[config.mk]
export PLATFORM = sky130hd
export DESIGN_NAME = hazard_ctrl
export DESIGN_NICKNAME = d
export VERILOG_FILES = /design/src/rtl/hazard_ctrl.sv
export SDC_FILE = /design/constraint.sdc
export NUM_CORES = 1
export LEC_CHECK = 0
export CORE_ASPECT_RATIO = 0.7
export CORE_MARGIN = 2
export CORE_UTILIZATION = 36
export DETAILED_ROUTE_END_ITERATION = 12
export HOLD_SLACK_MARGIN = 0.08
export SYNTH_ARGS = -nofsm -noshare
export SYNTH_HDL_FRONTEND = slang
export SYNTH_SLANG_ARGS = --single-unit
[constraint.sdc]
create_clock -name clk -period 2.4 [get_ports clk]
set_input_delay 0.36 -clock clk [delete_from_list [all_inputs] [get_ports clk]]
set_output_delay 0.36 -clock clk [all_outputs]
set_load 0.03 [all_outputs]
[src/rtl/hazard_ctrl.sv]
// -----------------------------------------------------------------------------
// hazard_ctrl
//
// Hazard and stall controller for the 5-stage MIPS pipeline. It drives the
// enable, flush and bubble controls of the PC, IF/ID, ID/EX and EX/MEM
// registers.
//
//   - A load-use hazard costs one stall cycle. PC and IF/ID hold while ID/EX
//     takes a bubble.
//   - A redirect resolved in EX (taken branch, jump or jr) flushes IF/ID and
//     bubbles ID/EX for BRANCH_PENALTY cycles.
//   - A data-memory wait freezes every pipeline register.
//   - A watchdog counts consecutive frozen cycles. At MEM_TIMEOUT it parks the
//     block in HALT, and only reset leaves HALT.
//
// Handshake: mem_req/mem_ready form a valid/ready pair for the MEM stage. The
// access completes in the cycle where both are 1. The pipe is frozen in every
// cycle where mem_req=1 and mem_ready=0. mem_ready is ignored while mem_req=0.
// ex_redirect is a level held by its source: it is accepted in the first
// non-frozen cycle in which it is seen.
//
// Ports:
//   clk, rst_n            clock, asynchronous active-low reset
//   id_valid              ID stage holds a real instruction
//   id_rs, id_rt          ID source registers
//   id_uses_rt            ID instruction reads rt
//   ex_ld, ex_ld_dst      EX instruction is a load, and its destination
//   ex_redirect           branch taken / jump / jr resolved in EX
//   mem_req, mem_ready    MEM stage access request / memory completion
//   pc_en                 PC update enable
//   ifid_en, ifid_flush   IF/ID load enable, IF/ID loads a NOP
//   idex_en, idex_bubble  ID/EX load enable, ID/EX loads zero control fields
//   exmem_en              EX/MEM and MEM/WB load enable
//   mem_timeout           sticky watchdog error
//   stall_cnt             saturating count of cycles with pc_en=0
//   redirect_cnt          saturating count of accepted redirects
// -----------------------------------------------------------------------------
module hazard_ctrl #(
    parameter int unsigned BRANCH_PENALTY = 1,
    parameter int unsigned MEM_TIMEOUT    = 255
) (
    input  logic        clk,
    input  logic        rst_n,
    input  logic        id_valid,
    input  logic [4:0]  id_rs,
    input  logic [4:0]  id_rt,
    input  logic        id_uses_rt,
    input  logic        ex_ld,
    input  logic [4:0]  ex_ld_dst,
    input  logic        ex_redirect,
    input  logic        mem_req,
    input  logic        mem_ready,
    output logic        pc_en,
    output logic        ifid_en,
    output logic        ifid_flush,
    output logic        idex_en,
    output logic        idex_bubble,
    output logic        exmem_en,
    output logic        mem_timeout,
    output logic [15:0] stall_cnt,
    output logic [15:0] redirect_cnt
);

    typedef enum logic [1:0] {
        RUN   = 2'd0,
        FLUSH = 2'd1,
        HALT  = 2'd2
    } state_t;

    localparam logic [2:0]  FLUSH_INIT = 3'(BRANCH_PENALTY - 1);
    localparam logic [15:0] WAIT_LAST  = 16'(MEM_TIMEOUT - 1);

    state_t      state_q, state_d;
    logic [2:0]  flush_left_q, flush_left_d;
    logic [15:0] wait_cnt_q, wait_cnt_d;
    logic [15:0] stall_cnt_q, redirect_cnt_q;
    logic        mem_timeout_q;

    logic        freeze;
    logic        lu_hit;
    logic        timeout_set;
    logic        redirect_acc;

    // Control values before the reset override.
    logic        pc_c, ifid_en_c, ifid_flush_c, idex_en_c, idex_bubble_c, exmem_c;

    // The register at index 0 never carries a dependency, so a load to it
    // cannot cause a hazard.
    assign freeze = mem_req & ~mem_ready;
    assign lu_hit = id_valid & ex_ld & (ex_ld_dst != 5'd0) &
                    ((id_rs == ex_ld_dst) | (id_uses_rt & (id_rt == ex_ld_dst)));

    // Next state and control outputs. Priority: HALT > freeze > redirect > load-use.
    always_comb begin
        state_d       = state_q;
        flush_left_d  = flush_left_q;
        wait_cnt_d    = wait_cnt_q;
        timeout_set   = 1'b0;
        redirect_acc  = 1'b0;
        pc_c          = 1'b1;
        ifid_en_c     = 1'b1;
        ifid_flush_c  = 1'b0;
        idex_en_c     = 1'b1;
        idex_bubble_c = 1'b0;
        exmem_c       = 1'b1;

        case (state_q)
            HALT: begin
                pc_c      = 1'b0;
                ifid_en_c = 1'b0;
                idex_en_c = 1'b0;
                exmem_c   = 1'b0;
            end
            default: begin
                if (freeze) begin
                    // Everything holds, including flush_left. Any redirect or
                    // hazard is re-presented by its source after the wait.
                    pc_c      = 1'b0;
                    ifid_en_c = 1'b0;
                    idex_en_c = 1'b0;
                    exmem_c   = 1'b0;
                    if (wait_cnt_q == WAIT_LAST) begin
                        state_d     = HALT;
                        timeout_set = 1'b1;
                    end else begin
                        wait_cnt_d = wait_cnt_q + 16'd1;
                    end
                end else begin
                    wait_cnt_d = 16'd0;
                    if (ex_redirect) begin
                        ifid_flush_c  = 1'b1;
                        idex_bubble_c = 1'b1;
                        redirect_acc  = 1'b1;
                        // A new redirect inside FLUSH restarts the penalty window.
                        if (BRANCH_PENALTY > 1) begin
                            state_d      = FLUSH;
                            flush_left_d = FLUSH_INIT;
                        end else begin
                            state_d      = RUN;
                            flush_left_d = 3'd0;
                        end
                    end else if (state_q == FLUSH) begin
                        ifid_flush_c  = 1'b1;
                        idex_bubble_c = 1'b1;
                        flush_left_d  = flush_left_q - 3'd1;
                        if (flush_left_q == 3'd1) begin
                            state_d = RUN;
                        end
                    end else if (lu_hit) begin
                        // The bubble clears ex_ld next cycle, so this stall
                        // lasts exactly one cycle.
                        pc_c          = 1'b0;
                        ifid_en_c     = 1'b0;
                        idex_bubble_c = 1'b1;
                    end
                end
            end
        endcase
    end

    always_ff @(posedge clk or negedge rst_n) begin
        if (!rst_n) begin
            state_q        <= RUN;
            flush_left_q   <= 3'd0;
            wait_cnt_q     <= 16'd0;
            stall_cnt_q    <= 16'd0;
            redirect_cnt_q <= 16'd0;
            mem_timeout_q  <= 1'b0;
        end else begin
            state_q      <= state_d;
            flush_left_q <= flush_left_d;
            wait_cnt_q   <= wait_cnt_d;
            if (timeout_set) begin
                mem_timeout_q <= 1'b1;
            end
            if (!pc_c && state_q != HALT && stall_cnt_q != 16'hFFFF) begin
                stall_cnt_q <= stall_cnt_q + 16'd1;
            end
            if (redirect_acc && redirect_cnt_q != 16'hFFFF) begin
                redirect_cnt_q <= redirect_cnt_q + 16'd1;
            end
        end
    end

    // While reset is held, every register is disabled and ID/EX is bubbled,
    // so the pipe comes out of reset with empty control fields.
    assign pc_en        = rst_n & pc_c;
    assign ifid_en      = rst_n & ifid_en_c;
    assign ifid_flush   = rst_n & ifid_flush_c;
    assign idex_en      = rst_n & idex_en_c;
    assign idex_bubble  = ~rst_n | idex_bubble_c;
    assign exmem_en     = rst_n & exmem_c;
    assign mem_timeout  = mem_timeout_q;
    assign stall_cnt    = stall_cnt_q;
    assign redirect_cnt = redirect_cnt_q;

endmodule

==> run_results.csv, run 1 <==
group,metric,value,unit
final_layout,finalInstanceArea,3460,µm²
global_route,antenna_found_initial,0,
final_layout,drive_gt1_share,12.8,%
synthesis,avgSynthCellArea,10.5,µm²
route,wl_met3,306,µm
synthesis,synthTopCellsByArea,"dfrtp_1 48%, xnor2_1 12%, xor2_1 5.7%",
synthesis,synth-main-ff-cell,"dfrtp_1",
power,fin_total_pwr,2350,µW
synthesis,yosys.area.top_type_share,48.1,%
floorplanning,num_rows,25,
timing,max_freq,0.441,GHz
timing,rsz0062_at_grt,"no",
timing,final.setup.tns,0,ns
timing,drv_slew,0,
cts,clk_path_buf_depth,2,
cts,cts_tree,"built",
timing,final.min_clock_period,2.27,ns
placement,placed_area,3310,µm²
timing,hold_viol_final,0,
cts,cts_inserted_buffers,5,
cts,clock-sinks,50,
synthesis,yosysMostFrequentCell,"dfrtp_1",
setup_path,start_kind,"primary input",
placement,dp_cells,404,
placement,portBuffers,61,
synthesis,synth_cell_types,38,
worst_hold_path,min-delay-path-class,"in -> async",
route,num_vias,1998,
timing,worst_pin_slew,0.561,ns
floorplanning,die_width,106,µm
global_route,grt-ovfl-total,0,
placement,hpwlAfterDp,3.90,mm
cts,clk_pin_slew,0.09,ns
route,drtPass1Iterations,4,
run,cap_viol_max_count,0,
route,drt-initial-drc-count,48,
route,wl_met1,3.15,mm
global_route,grt_usage,15.2,%
setup_path,worstPathArrival,1.91,ns
final_layout,layout.nets,347,
cts,clk_latency,0.31,ns
final_layout,fin_cells,415,
synthesis,synth_edf_count,0,
route,highest_layer,"met4",
route,via_per_inst,4.81,
synthesis,yosysWarnings,0,
final_layout,area_delta_synth_final,32.9,%
global_route,grt_pass1_vias,1960,
final_layout,antenna_cells,0,
setup_path,cpMostUsedCell,"buf_4",
synthesis,postSynthCellCount,247,
synthesis,ys_seq_area_share,48.1,%
synthesis,syn-num-nets,274,
route,met2WireLength,2.05,mm
route,ant_nets,0,
floorplanning,io_pins,62,
synthesis,syn_area,2600,µm²
timing,setup_viol_count_final,0,
placement,gp_congestion,0.754,
synthesis,ys_seq_elements,50,
setup_path,critPathTopFamily,"buffers and inverters",
route,avgRoutedWirePerCell,13.4,µm
setup_path,path_cells,"clkdlybuf4s50_1, xnor2_1, nand4_1, o22ai_2, buf_4, a21oi_1, o31ai_1, buf_4",
power,powerDensity,680,nW/µm²
synthesis,synth_top_cell_by_area,"dfrtp_1",
power,vdd_ir_drop_max,0.684,mV
floorplanning,dieHeight,75.1,µm
power,leakage,0.00150,µW
setup_path,slowest_stage,"clkdlybuf4s50_1",
timing,post-route-period-util,94.4,%
setup_path,cp_num_buf_inv,3,
floorplanning,initial_core_util,37.8,%
synthesis,ys_top_cells_by_count,"50 x dfrtp_1, 35 x xnor2_1, 23 x nand3_1, 23 x nor2_1, 18 x nand2_1",
setup_path,cp-end-kind,"output pin",
setup_path,cp_data_required_time,2.04,ns
global_route,grt_first_pass_wirelength,9.56,mm
route,wirelength,5.55,mm
setup_path,crit_type,"in -> out",
global_route,grt_max_degree,41,
synthesis,async_flop_share,100,%
floorplanning,coreArea,6880,µm²
floorplanning,die-area,7940,µm²
setup_path,cp_max_fo,2,
setup_path,slowest_delay,0.49,ns
final_layout,nFillCells,661,
cts,cts_root_buffer,"clkbuf_8",
outcome,status,"finished clean",
timing,relSlewSlack,62.2,%
timing,finClkSkew,0.00849,ns
route,drc_errors,0,
cts,h-tree-depth,2,
[layer usage]
layer / up-vias / track usage [%]
met1: 942 / 23.7
li1: 998 / -
met5: - / 0
met2: 53 / 21.3
met4: 0 / 3.51
met3: 5 / 3.20
[cells in the final DEF (no fill, tap or decap), types with 3 or more instances in the layout]
cell type        synthesis  layout
xnor2_1                 35      35
clkdlybuf4s50_1          0      49
buf_4                    2      17
nand3_1                 23      23
and3_1                  10      10
nand2_1                 18      18
nor4_1                   3       3
nor3_1                   5       5
dlygate4sd2_1            0       3
ha_1                     4       4
clkbuf_8                 0       5
and4_1                   4       4
inv_1                   10      10
xor2_1                  17      17
dfrtp_1                 50      50
nand4_1                 11      11
nor2_1                  23      23
[where the power goes]
part	internal, µW	switching [µW]	total (µW)
clock network	206	296	501
registers	945	134	1080
logic	347	426	773
total	1500	855	2350
[final timing paths]
path | from | to | slack (ns) | cells after the start
setup / recovery | id_rt[4] | idex_bubble | 0.13 | 8
hold / removal | rst_n | wait_cnt_q[0] | 0.47 | 2
setup reg to reg | redirect_cnt[0] | redirect_cnt[1] | 0.28 | 6
hold reg to reg | mem_timeout | mem_timeout | 0.47 | 2
max in group asynchronous | rst_n | wait_cnt_q[15] | 1.11 | 3
min in group clk | mem_timeout | mem_timeout | 0.47 | 2
[sequential cells by signal (all words and copies together), names as in the netlist]
name / flops
redirect_cnt: 16
stall_cnt: 16
wait_cnt_q: 16
mem_timeout: 1
state_q: 1
[layout make-up]
type / count / area (µm²) / share of cell area [%]
multi-input cells: 179 / 1260 / 36.4
flip-flops and latches: 50 / 1250 / 36.2
repair buffers: 74 / 704 / 20.4
well taps: 94 / 118 / 3.40
clock buffers: 5 / 68.8 / 1.99
inverters: 10 / 37.5 / 1.08
clock inverters: 3 / 21.3 / 0.615
[through the flow]
| step | setup WS [ns] | hold WS (ns) | utilization, % |
|---|---|---|---|
| floorplan | 0.137 | 0.0644 | - |
| global placement | -0.361 | 0.266 | 48.1 |
| detailed placement | -0.412 | 0.266 | 48.1 |
| CTS | 0.0386 | 0.471 | 49.8 |
| global route | 0.0112 | 0.474 | 50.3 |
| finish | 0.134 | 0.467 | 50.3 |
[logic make-up (layout without fill, tap and decap cells)]
| family | Yosys count | after routing | synth area share (%) |
|---|---|---|---|
| AOI/OAI and AO/OA | 14 | 14 | 4.90 |
| xor gates and xnor gates | 52 | 52 | 17.5 |
| adders and majority gates | 4 | 4 | 1.92 |
| buffers and inverters | 18 | 92 | 4.28 |
| DFF | 50 | 50 | 48.1 |
| muxes | 2 | 2 | 0.865 |
| and+or+nand+nor | 107 | 107 | 22.5 |
[worst reg2reg max path, delay by kind of cell, from the launching register on]
family          cells  cell delay (ns)
flops               1             0.41
mux                 1             0.34
buf+inv             1             0.20
compound gates      1             0.20
fa+ha+maj           1             0.18
simple gates        2             0.68
[timing repair]
item                                    in CTS  in global routing
hold buffers                                 1                  0
setup buffers                                0                  2
endpoints found under the hold margin       10                  0
resized for setup                            6                  2
endpoints found under the setup margin      13                 13
pin swaps                                    1                  3
Note: power is estimated with default switching activity, not from simulation.
==> run 2, diff against run 1 <==
==> constraint.sdc (replaced) <==
create_clock -name clk -period 1.9 [get_ports clk]
set_input_delay 0.285 -clock clk [delete_from_list [all_inputs] [get_ports clk]]
set_output_delay 0.285 -clock clk [all_outputs]
set_load 0.03 [all_outputs]
==> run 2 against run 1 <==
  * Clock skew increased by 0.0043 ns
  * Highest routed layer unchanged
  * Critical path depth down 1
  * Die area unchanged
  * Via count up 10%
  * Critical endpoint is now redirect_cnt[3]
  * Non-clock buffer count increased by 50
  * Sequential cell count did not move
==> run_results.csv, run 2 (synthesis gave the netlist of run 1 again) <==
group,metric,value,unit
outcome,status,"finished clean",
placement,placed_area,3680,µm²
final_layout,antenna_cells,0,
cts,cts_root_buffer,"clkbuf_8",
power,pwr-share-comb,38.5,%
floorplanning,coreArea,6880,µm²
route,via_per_inst,4.73,
route,drt-initial-drc-count,76,
placement,gp_congestion,0.795,
floorplanning,dieHeight,75.1,µm
timing,relSlewSlack,69.2,%
power,powerDensity,850,nW/µm²
global_route,grt-ovfl-total,0,
setup_path,cp_data_required_time,2.10,ns
route,avgRoutedWirePerCell,13.3,µm
setup_path,cp-end-kind,"flop",
placement,pre_cts_ws,-0.829,ns
power,leakage,0.00178,µW
timing,hold_viol_final,0,
final_layout,final_common_cell,"buf_4",
floorplanning,io_pins,62,
power,clkPwrFrac,23.3,%
global_route,grt_max_degree,36,
floorplanning,initial_core_util,37.8,%
timing,final.min_clock_period,1.84,ns
setup_path,start_kind,"flop",
cts,cts_tree,"built",
timing,finClkSkew,0.0128,ns
route,num_vias,2202,
cts,clock-sinks,50,
worst_hold_path,min-delay-path-class,"in -> reg",
floorplanning,die-area,7940,µm²
power,vdd_ir_drop_max,0.765,mV
route,drc_errors,0,
placement,hpwlAfterDp,4.41,mm
global_route,antenna_found_initial,0,
global_route,grtUsageMet3,4.33,%
timing,max_freq,0.544,GHz
final_layout,fin_cells,466,
timing,drv_slew,0,
route,drtPass1Iterations,6,
cts,clk_latency,0.30,ns
cts,clk_pin_slew,0.10,ns
timing,worst_pin_slew,0.462,ns
run,cap_viol_max_count,0,
power,switchingPower,1160,µW
power,swShare,33.6,%
final_layout,finalInstanceArea,4060,µm²
final_layout,nFillCells,596,
placement,portBuffers,61,
setup_path,worstPathArrival,2.04,ns
timing,rsz0062_at_grt,"yes",
timing,setup_ws,0.0613,ns
global_route,grt_usage,16.8,%
global_route,use_met2,25.7,%
final_layout,final_cell_mix,"62 x buf_4, 37 x clkdlybuf4s50_1, 32 x dfrtp_1",
power,p_int,2290,µW
cts,cts_inserted_buffers,5,
route,ant_nets,0,
final_layout,layout.nets,398,
setup_path,cp_max_fo,6,
setup_path,crit_type,"reg -> reg",
timing,fin_hold_ws,0.288,ns
cts,h-tree-depth,2,
floorplanning,die_width,106,µm
route,wirelength,6.18,mm
floorplanning,num_rows,25,
timing,setup_viol_count_final,0,
global_route,grt_pass1_vias,2212,
setup_path,reg2reg_setup_slack,0.06,ns
global_route,grt_busiest_layer,"met2",
timing,post-route-period-util,96.8,%
power,power_frac_seq,38.2,%
placement,dp_cells,444,
final_layout,area_delta_synth_final,55.8,%
cts,clk_path_buf_depth,2,
global_route,use_met1,24.3,%
global_route,grt_first_pass_wirelength,10.6,mm
final_layout,drive_gt1_share,37.6,%
## run 2: cell types whose count changed in the layout (fill, tap and decap cells not counted), sizes merged
cell and delta:
buf +54, clkdlybuf4s50 -12, clkdlybuf4s15 +5, clkbuf +3, clkinv -2, dlygate4sd2 +2, a311oi +1, bufinv +1
clkinvlp -1, dlymetal6s2s -1, inv +1
## run 2: final timing paths
path	start	cells past startpoint	end
min reg2reg	mem_timeout	2	mem_timeout
max	redirect_cnt[3]	7	redirect_cnt[3]
min in group asynchronous	rst_n	3	wait_cnt_q[0]
min	mem_req	3	wait_cnt_q[1]
max in group asynchronous	rst_n	3	redirect_cnt[11]
max reg2reg	redirect_cnt[3]	7	redirect_cnt[3]
## run 2: timing repair
| item | CTS | global route |
|---|---|---|
| hold buffers | 1 | 0 |
| endpoints found under the setup margin | 25 | 29 |
| hold endpoints to repair | 15 | 0 |
| gates resized for setup | 42 | 31 |
| cloned | 1 | 0 |
| buffers inserted | 7 | 6 |
| pin swaps | 21 | 23 |
## run 2: routing by layer
metal,up-vias,wire length [µm]
met2,51,2550
li1,1104,-
met4,0,26
met5,-,0
met1,1045,3320
met3,2,287
## run 2: power by group through the flow
stage / logic [µW] / registers, µW / clock network (µW)
after floorplan: 299 / 1650 / 0
after global placement: 1260 / 1320 / 0
after detailed placement: 1270 / 1330 / 0
after CTS: 1300 / 1300 / 830
after global routing: 1430 / 1340 / 879
final: 1330 / 1320 / 803
## run 2: critical path, cell delays in order, from the launching register on
cell	delay (ns)
dfrtp_2	0.40
nand4_4	0.11
or4_4	0.55
o211ai_4	0.22
buf_6	0.16
nor2_2	0.05
buf_4	0.13
xor2_1	0.13
## run 2: metrics by stage
stage / util (%) / TNS, ns / power, µW
floorplan: - / -0.306 / 1950
global placement: 53.5 / -15.29 / 2580
detailed placement: 53.5 / -15.67 / 2590
CTS: 57.2 / 0 / 3440
global route: 58.9 / -0.0212 / 3650
finish: 58.9 / 0 / 3450
## run 2: layout make-up
type | instances | area, µm² | area share (%)
well taps | 94 | 118 | 2.90
multi-input cells | 180 | 1450 | 35.8
inverters | 10 | 37.5 | 0.926
clock inverters | 2 | 38.8 | 0.956
clock buffers | 6 | 82.6 | 2.04
flip-flops and latches | 50 | 1270 | 31.4
repair buffers | 124 | 1050 | 26.0
